===== src/rtl/bus_dest_regs.sv =====
`default_nettype none
// ==========================================================================
// bus_dest_regs : destination register set of the 8-bit datapath bus,
//                 loaded under a valid/ready handshake (TR/AC in two beats)
// Rev 1.0
// ==========================================================================
module bus_dest_regs #(
  parameter logic [7:0] PC_RESET = 8'd0
) (
  input  logic        clock,
  input  logic        reset_n,
  input  logic [7:0]  bus_in,
  input  logic        wr_valid,
  input  logic [2:0]  wr_sel,
  input  logic        pc_inc,
  input  logic        ac_clr,
  output logic        wr_ready,
  output logic [7:0]  pc,
  output logic [7:0]  dr,
  output logic [7:0]  ar,
  output logic [7:0]  r,
  output logic [15:0] tr,
  output logic [15:0] ac,
  output logic        wide_pending,
  output logic        dm_we,
  output logic [7:0]  dm_addr,
  output logic [7:0]  dm_wdata,
  output logic        err
);

  typedef enum logic [1:0] {
    IDLE    = 2'd0,
    WIDE_HI = 2'd1,
    DM_WR   = 2'd2
  } state_t;

  localparam logic [2:0] SEL_NONE = 3'd0;
  localparam logic [2:0] SEL_PC   = 3'd1;
  localparam logic [2:0] SEL_DR   = 3'd2;
  localparam logic [2:0] SEL_AR   = 3'd3;
  localparam logic [2:0] SEL_TR   = 3'd4;
  localparam logic [2:0] SEL_AC   = 3'd5;
  localparam logic [2:0] SEL_R    = 3'd6;
  localparam logic [2:0] SEL_DM   = 3'd7;

  state_t      state_q, state_d;
  logic [7:0]  pc_q, pc_d;
  logic [7:0]  dr_q, dr_d;
  logic [7:0]  ar_q, ar_d;
  logic [7:0]  r_q, r_d;
  logic [15:0] tr_q, tr_d;
  logic [15:0] ac_q, ac_d;
  logic [7:0]  lo_byte_q, lo_byte_d;
  logic [2:0]  wide_sel_q, wide_sel_d;
  logic [7:0]  dm_wdata_q, dm_wdata_d;
  logic        err_q, err_d;
  logic        accept;

  assign wr_ready = reset_n && (state_q != DM_WR);
  assign accept   = wr_valid && wr_ready;

  always_comb begin
    state_d    = state_q;
    pc_d       = pc_q;
    dr_d       = dr_q;
    ar_d       = ar_q;
    r_d        = r_q;
    tr_d       = tr_q;
    ac_d       = ac_q;
    lo_byte_d  = lo_byte_q;
    wide_sel_d = wide_sel_q;
    dm_wdata_d = dm_wdata_q;
    err_d      = err_q;

    if (pc_inc) pc_d = pc_q + 8'd1;
    if (ac_clr) ac_d = 16'd0;
    if (state_q == DM_WR) state_d = IDLE;

    if (accept && (wr_sel != SEL_NONE)) begin
      if ((state_q == WIDE_HI) && (wr_sel == wide_sel_q)) begin
        // Both bytes land together so TR/AC never show a half-written value
        if (wide_sel_q == SEL_TR) tr_d = {bus_in, lo_byte_q};
        else                      ac_d = {bus_in, lo_byte_q};
        state_d = IDLE;
      end else begin
        if (state_q == WIDE_HI) err_d = 1'b1;
        state_d = IDLE;
        case (wr_sel)
          SEL_PC: pc_d = bus_in;
          SEL_DR: dr_d = bus_in;
          SEL_AR: ar_d = bus_in;
          SEL_R:  r_d  = bus_in;
          SEL_TR, SEL_AC: begin
            lo_byte_d  = bus_in;
            wide_sel_d = wr_sel;
            state_d    = WIDE_HI;
          end
          SEL_DM: begin
            dm_wdata_d = bus_in;
            state_d    = DM_WR;
          end
          default: ;
        endcase
      end
    end
  end

  always_ff @(posedge clock) begin
    if (!reset_n) begin
      state_q    <= IDLE;
      pc_q       <= PC_RESET;
      dr_q       <= 8'd0;
      ar_q       <= 8'd0;
      r_q        <= 8'd0;
      tr_q       <= 16'd0;
      ac_q       <= 16'd0;
      lo_byte_q  <= 8'd0;
      wide_sel_q <= SEL_NONE;
      dm_wdata_q <= 8'd0;
      err_q      <= 1'b0;
    end else begin
      state_q    <= state_d;
      pc_q       <= pc_d;
      dr_q       <= dr_d;
      ar_q       <= ar_d;
      r_q        <= r_d;
      tr_q       <= tr_d;
      ac_q       <= ac_d;
      lo_byte_q  <= lo_byte_d;
      wide_sel_q <= wide_sel_d;
      dm_wdata_q <= dm_wdata_d;
      err_q      <= err_d;
    end
  end

  assign pc           = pc_q;
  assign dr           = dr_q;
  assign ar           = ar_q;
  assign r            = r_q;
  assign tr           = tr_q;
  assign ac           = ac_q;
  assign wide_pending = (state_q == WIDE_HI);
  assign dm_we        = (state_q == DM_WR);
  assign dm_addr      = ar_q;
  assign dm_wdata     = dm_wdata_q;
  assign err          = err_q;

endmodule
`default_nettype wire


===== config.mk =====
export PLATFORM = sky130hd
export DESIGN_NAME = bus_dest_regs
export DESIGN_NICKNAME = d
export VERILOG_FILES = /design/src/rtl/bus_dest_regs.sv
export SDC_FILE = /design/constraint.sdc
export NUM_CORES = 1
export LEC_CHECK = 0
export CORE_MARGIN = 1.5
export CORE_UTILIZATION = 40
export CTS_BUF_LIST = sky130_fd_sc_hd__clkbuf_4 sky130_fd_sc_hd__clkbuf_8
export DETAILED_ROUTE_END_ITERATION = 10
export MAX_ROUTING_LAYER = met4
export PLACE_DENSITY = 0.7
export SYNTH_ARGS = -nofsm -noshare
export SYNTH_HDL_FRONTEND = slang
export SYNTH_SLANG_ARGS = --single-unit

===== constraint.sdc =====
create_clock -name clock -period 4.8 [get_ports clock]
set_input_delay 1.44 -clock clock [delete_from_list [all_inputs] [get_ports clock]]
set_output_delay 1.44 -clock clock [all_outputs]
set_load 0.01 [all_outputs]

# Yosys cells after proc, flatten, opt, wreduce, memory -nomap -nowiden
# Cells that the tools add are included.
[classes]
n_addsub = 1
n_reduce_logical = 14
eq_ne = 12
muxes = 12
bitwise = 1
[op_table]
columns = ["cell", "count"]
rows = [
  ["$mux W16", 4],
  ["$mux W8", 4],
  ["$reduce_and A3 Y1", 7],
  ["$eq A3 B3 Y1 const B", 5],
  ["$add A8 B1 Y8 const B", 1],
  ["$eq A3 B2 Y1 const B", 2],
  ["$mux W2", 3],
  ["$logic_and A1 B1 Y1", 4],
  ["$pmux W2 S2", 1],
  ["$eq A3 B1 Y1 const B", 1],
  ["$eq A3 B3 Y1", 1],
  ["$reduce_bool A3 Y1", 1],
  ["$eq A2 B1 Y1 const B", 1],
  ["$eq A2 B2 Y1 const B", 1],
  ["$ne A2 B2 Y1 const B", 1],
  ["$reduce_bool A2 Y1", 1],
  ["$reduce_or A2 Y1", 1],
  ["$not A1 Y1", 1],
]
[totals]
inputBits = 16
ff_bits = 86
out_inout_bits = 84
elab_cells = 51

# Depth between registers and ports, before layout
[depth]
ltp_word = 5
depth_mapped = 7
mapped_depth_nobuf = 5

# Worst setup path after synthesis
# Ideal clock, no wire load.
[synth_path]
path_type = "input to output"
from = "input reset_n"
to = "output wr_ready"
arrival_ns = 2.053
path_slack_ns = 1.307
path_buffers = 1
path_stages = 3
required_time_ns = 3.360
cell_sequence = "clkbuf_1 -> inv_1 -> nor2_1"
[synth_via]
elab_chain_len = 1
[synth_rtl]
columns = ["element", "line", "text"]
rows = [
  ["start, declared", "11", "input logic reset_n,"],
  ["$logic_and A1 B1 Y1", "59", "assign wr_ready = reset_n && (state_q != DM_WR);"],
  ["end, declared", "17", "output logic wr_ready,"],
]
# No other way between the ends.

# Worst setup path after layout
# Ends and elaborated chain as after synthesis.

==> results_dict.tcl <==
set metrics [dict create \
    root_buffer "clkbuf_8" \
    relSlewSlack 0.320 \
    timing.setup.tns_ps 0 \
    num-nets-final 456 \
    htreeDepth 3 \
    ys_seq_elements 86 \
    dr.pass1.iters 4 \
    critPathKind "input port to output port" \
    setup_violations 0 \
    leakagePower_nw 1.85 \
    rr_startpoint "wide_sel_q[2]" \
    p_per_area_nw_per_um2 298 \
    cts-resized-gates 0 \
    grt_pass1_vias 2735 \
    cp_max_fo 6 \
    finalCritPeriodShare 0.809 \
    clock-sinks 86 \
    clock_latency_ps 350 \
    grt_start_max_net_pins 81 \
    critPathCaptureType "output port" \
    regArea_um2 1720 \
    hold_class "register to register" \
    fillers 748 \
    ys_seq_area_frac 0.499 \
    rsz0062_at_grt "false" \
    cts_buffer_depth 2 \
    num_vias 2818 \
    synth_warnings 0 \
    grt_pass1_wl_mm 13.6 \
    worstPathRequired_ps 3360 \
    antenna_found_initial 0 \
    post-synth-top-area-fraction 0.499 \
    portBuffers 99 \
    maxSlewViolCount 0 \
    drive_above_1_share 0.0655 \
    yosysTopAreaCell "dfxtp_1" \
    hpwl_mm 6.16 \
    place_inst 533 \
    die_area_um2 9190 \
    cts_buffers 9 \
    cts_tree "built" \
    initialDrtViolationCount 142 \
    startpoint "reset_n" \
    hold_slack_ps 460 \
    hold_buffers 0 \
    period_minus_slack_ps 3880 \
    final_cells 548 \
    arrival_ps 2440 \
    maxCapViolations 0 \
    outcome "complete, no violations" \
    ant_nets 0 \
    syn2layout_area_growth_pct 35.4 \
    synthCells 352 \
    gr-total-overflow 0 \
    die_w_um 95.9 \
    num_rows 33 \
    synthDistinctLibCells 34 \
    grt.total_usage 0.202 \
    viasPerCell 5.14 \
    hold_viol 0 \
    io_pins 100 \
    drc 0 \
    peakVddDrop_v 0.000127 \
    synth_fp_nets 369 \
    syn-cell-area_um2 3450 \
    post-cts-setup-buffers 0 \
    core_um2 8300 \
    fin_util 0.563 \
    pre_cts_slack_ps 899 \
    skew_ps 8.01 \
    die_h_um 95.9 \
    start_util 0.416 \
    hold_start "dm_wdata[7]" \
    setup_ws_ps 915 \
    antenna_cells 0 \
    start_kind "input port" \
    post_synth.cell_area_avg_um2 9.80 \
    gp_congestion 0.845 \
    routedWlPerCell_um 15.9 \
    clk_pin_slew_ps 80 \
    timing.fmax_mhz 257 \
    yosys-top-cells-area "dfxtp_1, mux2i_1, nand2_1" \
    wl_mm 8.70 \
    worstMarginPinSlew_ps 1020 \
    multi_input_area_um2 1560 \
]
## path summary, 6_finish.rpt
path | depth (start not counted) | slack (ps) | endpoint
worst max register to register | 4 | 2730 | dr[4]
worst max-delay path | 4 | 920 | wr_ready
worst min register to register | 2 | 460 | dm_wdata[7]
worst min-delay path | 2 | 460 | dm_wdata[7]
## state kept, by name, summed over array words and instances (netlist names)
register    count
ac             16
ar              8
dm_wdata        8
dr              8
err             1
lo_byte_q       8
pc              8
r               8
state_q         2
tr             16
wide_sel_q      3
## layer usage
| metal | global-route usage | up-vias | wire length [µm] |
|---|---|---|---|
| met5 | - | - | 0 |
| met4 | 0.0784 | 0 | 138 |
| met3 | 0.0387 | 13 | 401 |
| met2 | 0.325 | 78 | 4110 |
| met1 | 0.251 | 1370 | 4050 |
| li1 | - | 1357 | - |
## kinds of logic (layout without fill, tap and decap cells)
group / count (synthesis) / after routing / share of synthesized area
buf+inv: 31 / 122 / 0.0511
xor+xnor: 10 / 10 / 0.0276
compound gates: 20 / 20 / 0.0352
simple gates: 134 / 134 / 0.179
fa+ha+maj: 1 / 1 / 0.00363
mux: 70 / 70 / 0.205
flops: 86 / 86 / 0.499
## worst max-delay path, stage by stage
cell and delay, ps:
buf_2 110, inv_1 120, nor2_1 200, clkdlybuf4s50_1 580
## per-stage QoR
| stage | instance area, µm² | power [mW] |
|---|---|---|
| floorplan | 3450 | 0.798 |
| global placement | 4450 | 0.842 |
| detailed placement | 4450 | 0.844 |
| CTS | 4670 | 1.40 |
| global route | 4670 | 1.44 |
| finish | 4670 | 1.39 |
## cells in the mapped netlist
cell type and instances:
mux2_4 1, mux2i_1 69, and4_4 1, xnor2_1 8
or3_1 3, buf_4 11, nor2b_1 1, o41ai_1 3
a21oi_1 4, xnor2_2 1, nor4_2 1, o21ai_0 9
nand3_1 11, nor4b_1 2, nand4_2 1, nor2_1 8
nand2_1 90, nand2b_1 2, xor2_1 1, dfxtp_1 86
a21boi_0 1, and2_1 1, nand3b_1 1, inv_1 3
nor4_4 1, nor3b_1 1, buf_2 3, nor3_1 2
clkbuf_1 12, o21a_1 3, ha_1 1, and3_1 2
buf_6 2, nand4_1 6
## report_power, final
group / switching [mW] / internal (mW)
logic: 0.0549 / 0.0417
clock network: 0.256 / 0.306
registers: 0.00789 / 0.723
## placed cells by master (no fill, tap or decap), types with 2 or more instances in the layout
cell / netlist / routed
and3_1: 2 / 2
nand3_1: 11 / 11
nor4b_2: 0 / 2
bufinv_16: 0 / 2
a21oi_1: 4 / 4
buf_4: 11 / 5
nand4_1: 6 / 6
nor2_1: 8 / 8
nor3_1: 2 / 2
dfxtp_1: 86 / 86
nand2b_1: 2 / 2
inv_1: 3 / 3
or3_1: 3 / 3
clkdlybuf4s50_1: 0 / 98
o21a_1: 3 / 3
o21ai_0: 9 / 9
nand2_1: 90 / 90
o41ai_1: 3 / 3
mux2i_1: 69 / 69
xnor2_1: 8 / 8
clkbuf_8: 0 / 10
## area by class of cell
type	instances	share of cell area
clock buffers	10	0.0295
flip-flops and latches	86	0.369
multi-input cells	235	0.335
repair buffers	104	0.219
inverters	3	0.00241
well taps	105	0.0281
clock inverters	5	0.0177
(Power assumes the default switching activity.)
